**config.mk**
```make
export PLATFORM = sky130hd
export DESIGN_NAME = calc_serializer
export DESIGN_NICKNAME = d
export VERILOG_FILES = /design/src/rtl/calc_serializer.sv
export SDC_FILE = /design/constraint.sdc
export NUM_CORES = 1
export LEC_CHECK = 0
export ABC_AREA = 1
export BUFFER_PORTS_ARGS = -buffer_cell sky130_fd_sc_hd__buf_2
export CORE_ASPECT_RATIO = 0.6
export CORE_MARGIN = 8
export CORE_UTILIZATION = 54
export CTS_BUF_LIST = sky130_fd_sc_hd__clkbuf_4
export CTS_CLUSTER_SIZE = 10
export DETAILED_ROUTE_END_ITERATION = 10
export MAX_ROUTING_LAYER = met4
export PLACE_DENSITY = 0.8
export SETUP_SLACK_MARGIN = 0.5
export SLEW_MARGIN = 20
export SYNTH_ARGS = -nofsm -noshare
export SYNTH_HDL_FRONTEND = slang
export SYNTH_SLANG_ARGS = --single-unit
```
**constraint.sdc**
```tcl
create_clock -name clk -period 1.3 [get_ports clk]
set_clock_uncertainty 0.1 [all_clocks]
set_input_delay 0.195 -clock clk [delete_from_list [all_inputs] [get_ports clk]]
set_output_delay 0.195 -clock clk [all_outputs]
set_load 0.02 [all_outputs]
```
**src/rtl/calc_serializer.sv**
```systemverilog
// Parallel-to-serial framer for the calc aggregator's calc_in line.
// A one-word hold register decouples the ALU handshake from frames: start bit 1, then data MSB-first.
module calc_serializer #(
  parameter int alu_width  = 12,
  parameter int cnt_width  = 4,
  parameter int gap_cycles = 1
) (
  input  logic                 clk,
  input  logic                 rst,
  input  logic                 calc_en,
  input  logic [alu_width-1:0] alu_in,
  input  logic                 alu_in_valid,
  output logic                 alu_in_ready,
  output logic                 calc_out,
  output logic                 calc_out_valid,
  output logic                 calc_frame_done,
  output logic                 busy
);
  localparam int                   GAP_W    = (gap_cycles > 1) ? $clog2(gap_cycles) : 1;
  localparam logic [GAP_W-1:0]     GAP_LAST = GAP_W'((gap_cycles > 0) ? gap_cycles - 1 : 0);
  localparam logic [cnt_width-1:0] CNT_LAST = cnt_width'(alu_width - 1);
  localparam bit                   HAS_GAP  = (gap_cycles > 0);

  typedef enum logic [1:0] {IDLE, START, DATA, GAP} state_t;
  state_t state, state_nxt;

  logic [alu_width-1:0] hold_q, shift_q;
  logic                 hold_full;
  logic [cnt_width-1:0] cnt;
  logic [GAP_W-1:0]     gap_cnt;
  logic                 done_q;
  logic                 accept, drain, last_bit, gap_end;

  assign accept   = alu_in_valid & ~hold_full;
  assign last_bit = (state == DATA) && (cnt == '0);
  assign gap_end  = (state == GAP) && (gap_cnt == '0);
  // Hold drains whenever the FSM is about to enter START; accept and drain are
  // mutually exclusive since one needs hold empty and the other hold full.
  assign drain    = calc_en & hold_full & ((state == IDLE) | gap_end | (last_bit & ~HAS_GAP));

  always_ff @(posedge clk or posedge rst) begin
    if (rst)          state <= IDLE;
    else if (calc_en) state <= state_nxt;
  end

  always_comb begin
    state_nxt = state;
    case (state)
      IDLE:    if (hold_full) state_nxt = START;
      START:   state_nxt = DATA;
      DATA:    if (cnt == '0) state_nxt = HAS_GAP ? GAP : (hold_full ? START : IDLE);
      GAP:     if (gap_cnt == '0) state_nxt = hold_full ? START : IDLE;
      default: state_nxt = IDLE;
    endcase
  end

  always_ff @(posedge clk or posedge rst) begin
    if (rst) begin
      hold_q    <= '0;
      hold_full <= 1'b0;
      shift_q   <= '0;
      cnt       <= '0;
      gap_cnt   <= '0;
      done_q    <= 1'b0;
    end else begin
      if (accept) begin
        hold_q    <= alu_in;
        hold_full <= 1'b1;
      end else if (drain) begin
        hold_full <= 1'b0;
      end
      if (drain)                          shift_q <= hold_q;
      else if (calc_en && state == DATA)  shift_q <= shift_q << 1;
      // cnt reloads only in START and stops at zero, so it can never wrap
      if (calc_en && state == START)                    cnt <= CNT_LAST;
      else if (calc_en && state == DATA && cnt != '0)   cnt <= cnt - 1'b1;
      if (calc_en && last_bit)                          gap_cnt <= GAP_LAST;
      else if (calc_en && state == GAP && gap_cnt != '0) gap_cnt <= gap_cnt - 1'b1;
      done_q <= calc_en & last_bit;
    end
  end

  always_comb begin
    calc_out       = 1'b0;
    calc_out_valid = 1'b0;
    case (state)
      START: begin
        calc_out       = 1'b1;
        calc_out_valid = 1'b1;
      end
      DATA: begin
        calc_out       = shift_q[alu_width-1];
        calc_out_valid = 1'b1;
      end
      default: ;
    endcase
  end

  assign alu_in_ready    = ~hold_full;
  assign calc_frame_done = done_q;
  assign busy            = (state != IDLE) | hold_full;

endmodule

```
-- Word-level counts from Yosys, hierarchy flattened
Index checks and enable logic that the tools add are counted.
- add/subtract/negate cells: 2
- equality and inequality tests: 6
- mux-type cells: 15
- bitwise gates (word level): 8
- reduce and logical (&&, ||, !) cells: 18
- operators with widths (operator ; count):
    12-bit two-way mux ; 2
    2-bit nonzero test ; 5
    1-bit logical AND ; 8
    4-bit two-way mux ; 2
    2-bit case mux with 4 select lines ; 1
    1-bit two-way mux ; 6
    2-bit two-way mux ; 3
    1-bit AND ; 4
    2-bit equality test (second input constant) ; 2
    4-bit zero test ; 1
    2-bit inequality test (second input constant) ; 2
    4-bit AND reduction ; 1
    4-bit nonzero test ; 1
    4-bit by 1-bit subtractor with 4-bit output (second input constant) ; 1
    2-bit by 1-bit equality test with 1-bit output (second input constant) ; 1
    2-bit zero test ; 1
    2-bit by 1-bit inequality test with 1-bit output (second input constant) ; 1
    1-bit inverter ; 2
    1-bit bitwise OR ; 2
    1-bit case mux with 2 select lines ; 1
    2-bit OR reduction ; 1
    1-bit subtractor (second input constant) ; 1
- flip-flop bits (word level): 33
- bits of input ports: 16
- output and inout port bits: 5
- logic and storage cells: 56

-- Depth between registers and ports, before layout
- depth after elaboration: 6
- mapped depth: 9
- mapped depth without buffers: 8

-- Worst setup path before layout
No wires, ideal clock.
- kind: reg2out
- start: reg state[0]
- end: out calc_out
- data arrival time: 1.246 ns
- setup slack: -0.241 ns
- cell stages (with the launch flop): 5
- buffers on the path: 0
- cell sequence: dfrtp_1 inv_1 ha_1 inv_1 nor2_1
- word-level cells in the longest chain between the ends: 2
- ends and longest elaborated chain (item ; line ; text):
    start: declaration ; 25 ; state_t state, state_nxt;
    start signal: assignment ; 43 ; else if (calc_en) state <= state_nxt;
    2-bit equality test / 2-bit by 1-bit equality test with 1-bit output (equally long branches) ; 86 ; case (state)
    1-bit case mux with 2 select lines (*) ; 86 ;
    end: declaration ; 14 ; output logic calc_out,
Every way passes the cells marked *; elsewhere a longest branch is shown, timed or not.

-- Worst setup path after layout
- start: reg state[1]
- end: reg shift_q[3]
- word-level cells in the longest chain between the ends: 5
- ends and longest elaborated chain (item ; line ; text):
    2-bit equality test ; 36 ; assign gap_end = (state == GAP) && (gap_cnt == '0);
    1-bit logical AND ; 36 ;
    1-bit bitwise OR ; 39 ; assign drain = calc_en & hold_full & ((state == IDLE) | gap_end | (last_bit & ~HAS_GAP));
    1-bit AND ; 39 ;
    12-bit two-way mux / 2-bit nonzero test (equally long branches) ; - ;
    end signal: assignment ; 72 ; if (drain) shift_q <= hold_q;
    end signal: assignment ; 73 ; else if (calc_en && state == DATA) shift_q <= shift_q << 1;
    end: declaration ; 27 ; logic [alu_width-1:0] hold_q, shift_q;
Several ways; a longest one is shown, not always the timed one.
A chain may end at the register's enable or synchronous reset.

==> flow_metrics.py <==
metrics = {
    "place": {
        "placed_cell_area_mm2": 0.002059,
        "preCtsSetupSlack_ns": -0.1652,
        "gp_congestion": 0.8237,
        "io_buffer_count": 20,
        "hpwl_um": 2657,
    },
    "cells_and_area": {
        "num-nets-final": 284,
        "stdcell_area_mm2": 0.002630,
        "drive_gt1_share_pct": 48.29,
        "area_growth_pct": 53.65,
        "n_antenna_cell": 0,
        "n_fill_cell": 126,
    },
    "clock_tree": {
        "cts_tree": "yes",
        "clk_pin_slew_ns": 0.12,
        "ctsHoldBuffers": 1,
        "htree_num_levels": 2,
        "worst_skew_pair.late_latency_ns": 0.37,
        "cts_sinks": 33,
        "cts-root-buf": "clkbuf_4",
        "cts_buffer_depth": 2,
        "numCtsBuffers": 5,
    },
    "routing": {
        "drc": 0,
        "ant_nets": 0,
        "dr_wl_met3_um": 1020,
        "drt-pass1-iter-count": 5,
        "wl_um": 6973,
        "vias_per_cell": 6.413,
        "routed.top_layer": "met4",
        "met1_length_um": 2522,
        "num_vias": 1956,
        "routedWlPerCell_um": 22.86,
        "drt_iter0_markers": 297,
        "wl_met2_um": 2917,
    },
    "floorplan": {
        "dieArea_mm2": 0.005287,
        "rows": 15,
        "ios": 21,
        "coreArea_mm2": 0.002947,
        "die_y_um": 59.61,
        "dieWidth_um": 88.69,
        "initial_core_util_pct": 58.09,
    },
    "setup_path": {
        "path_class": "flip-flop to flip-flop",
        "crit_fanout": 6,
        "required_ns": 1.51,
        "end_kind": "flip-flop",
        "startpoint_type": "flip-flop",
        "crit_arrival_ns": 1.95,
    },
    "synthesis": {
        "synth_cells": 208,
        "ys_warn_count": 0,
        "syn_area_per_cell_um2": 8.229,
        "synth_seq_cells": 33,
        "synth-edff-count": 0,
        "synth.distinct_cells": 21,
        "netlist_area_mm2": 0.001712,
        "async_flop_share_pct": 100.0,
        "synthTopCellsByCount": "nand2_1 (63), dfrtp_1 (33), nand3_1 (32), inv_1 (23), nor2_1 (13)",
        "synth_flop_cell": "dfrtp_1",
        "yosys.area.top_type_share_pct": 48.25,
        "seq_area_frac_synth_pct": 48.25,
        "synth_top_area_cell": "dfrtp_1",
        "synthesis.nets": 230,
        "yosysMostFrequentCell": "nand2_1",
        "synth.area.top_cells": "dfrtp_1 (48%), nand2_1 (14%), nand3_1 (9.4%), inv_1 (5.0%), ha_1 (4.4%)",
    },
    "timing": {
        "max_freq_ghz": 0.5735,
        "relSlewSlack_pct": 82.84,
        "finalCriticalPeriod_ns": 1.744,
        "finalHoldViolCount": 8,
        "finalSetupViolCount": 37,
        "drv_slew": 0,
        "worst_slew_pin_slew_ns": 0.2574,
        "timing.final.ws_setup_ns": -0.4436,
        "hold_ws_ns": -0.05541,
        "rsz0062_at_grt": "yes",
        "fin_crit_sh_pct": 134.1,
    },
    "flow_run": {
        "cap_violations": 0,
    },
    "power_and_ir_drop": {
        "cellPowerDensity_mw_per_mm2": 2733,
        "ir_worst_vdd_mv": 2.035,
        "leakagePower_nw": 1.317,
        "total_power_mw": 7.187,
    },
    "hold_path": {
        "hold_path_class": "primary input to flip-flop",
    },
    "outcome": {
        "status": "complete, but fails checks",
        "violations": "negative hold slack, negative setup slack",
    },
    "global_route": {
        "grt_pass1_wl_um": 7859,
        "grt-ovfl-total": 0,
        "grt_pass1_vias": 1594,
        "grtUsageTotal_pct": 20.94,
        "antenna_found_initial": 0,
        "grt_max_degree": 34,
    },
}
kinds of logic (layout without fill, tap and decap cells):
kind of cell	count (synthesis)	after routing	synth area share [%]
simple gates	118	120	30.70
flops	33	33	48.25
buf+inv	33	86	9.210
compound gates	13	13	4.167
fa+ha+maj	6	6	4.386
mux	5	5	3.289
registers in the layout (all words and copies together), names as in the netlist:
signal / cells
hold_q: 12
shift_q: 12
state: 2
gap_cnt: 1
hold_full: 1
cnt: 4
calc_frame_done: 1
power breakdown:
part / leakage [nW] / switching (mW) / total [mW] / internal, mW
sequential: 0.388 / 0.446 / 1.97 / 1.52
combinational: 0.893 / 2.50 / 4.57 / 2.08
clock: 0.0354 / 0.415 / 0.642 / 0.227
total: 1.32 / 3.36 / 7.19 / 3.83
cell usage in the layout (no fill, tap or decap), types with 2 or more instances in the layout:
cell      count
a21oi_2       9
buf_12        3
buf_2        15
buf_4        19
buf_6        10
clkbuf_4      6
clkinv_2      3
dfrtp_1      30
dfrtp_2       3
ha_4          5
inv_1        16
inv_2         3
inv_4         4
mux2_4        5
nand2_1      53
nand2_2       6
nand2_4       5
nand2_8       6
nand3_1      25
nand3_2       8
nand3b_1      3
nor2_1        3
nor2_4       10
o21ai_1       2
cell type report:
| class | count | area (um2) | share of cell area (%) |
|---|---|---|---|
| Inverter | 26 | 120.1 | 4.567 |
| Tap cell | 42 | 52.55 | 1.998 |
| Sequential cell | 33 | 829.5 | 31.54 |
| Timing Repair Buffer | 51 | 467.9 | 17.79 |
| Multi-Input combinational cell | 144 | 1096 | 41.67 |
| Clock buffer | 6 | 45.04 | 1.713 |
| Timing Repair inverter | 1 | 8.758 | 0.3330 |
| Clock inverter | 2 | 10.01 | 0.3806 |
final timing paths:
check                           cells past startpoint  slack, ns      start    endpoint
max in group asynchronous                           4       0.63        rst    state[1]
min in group asynchronous                           4       0.29        rst  shift_q[4]
worst max-delay path                                9      -0.44   state[1]  shift_q[3]
worst min-delay path                                2      -0.06  alu_in[0]   hold_q[0]
worst min register to register                      2       0.43  hold_q[3]   hold_q[3]
worst max register to register                      9      -0.44   state[1]  shift_q[3]
critical path: stages, from the launching register on:
cell and delay, ns:
dfrtp_2 0.49, buf_4 0.16, buf_6 0.11, ha_4 0.18, nand2_4 0.09, nand2_8 0.09
buf_8 0.15, nand2_8 0.10, nand3_1 0.10, nand2_1 0.09
layer usage:
layer / up-vias / GRT usage [%]
li1: 778 / -
met1: 885 / 24.92
met2: 223 / 29.10
met3: 70 / 7.469
met4: 0 / 14.08
met5: - / -
per-stage QoR:
step	hold WS [ns]	instances	util [%]	setup TNS, ns
after floorplan	0.02960	208	-	-0.5917
after global placement	0.1381	277	69.89	-1.966
after detailed placement	0.1397	277	69.89	-2.794
after CTS	-0.04292	299	83.65	-3.854
after global routing	-0.06240	305	89.26	-9.475
final	-0.05541	305	89.26	-8.826
timing repair:
action,4_1_cts,5_1_grt
gates resized for setup,52,26
endpoints found under the hold margin,40,8
buffers inserted,10,4
pin swaps,12,6
endpoints found under the setup margin,38,38
gates cloned,3,2
(Power assumes the default switching activity.)
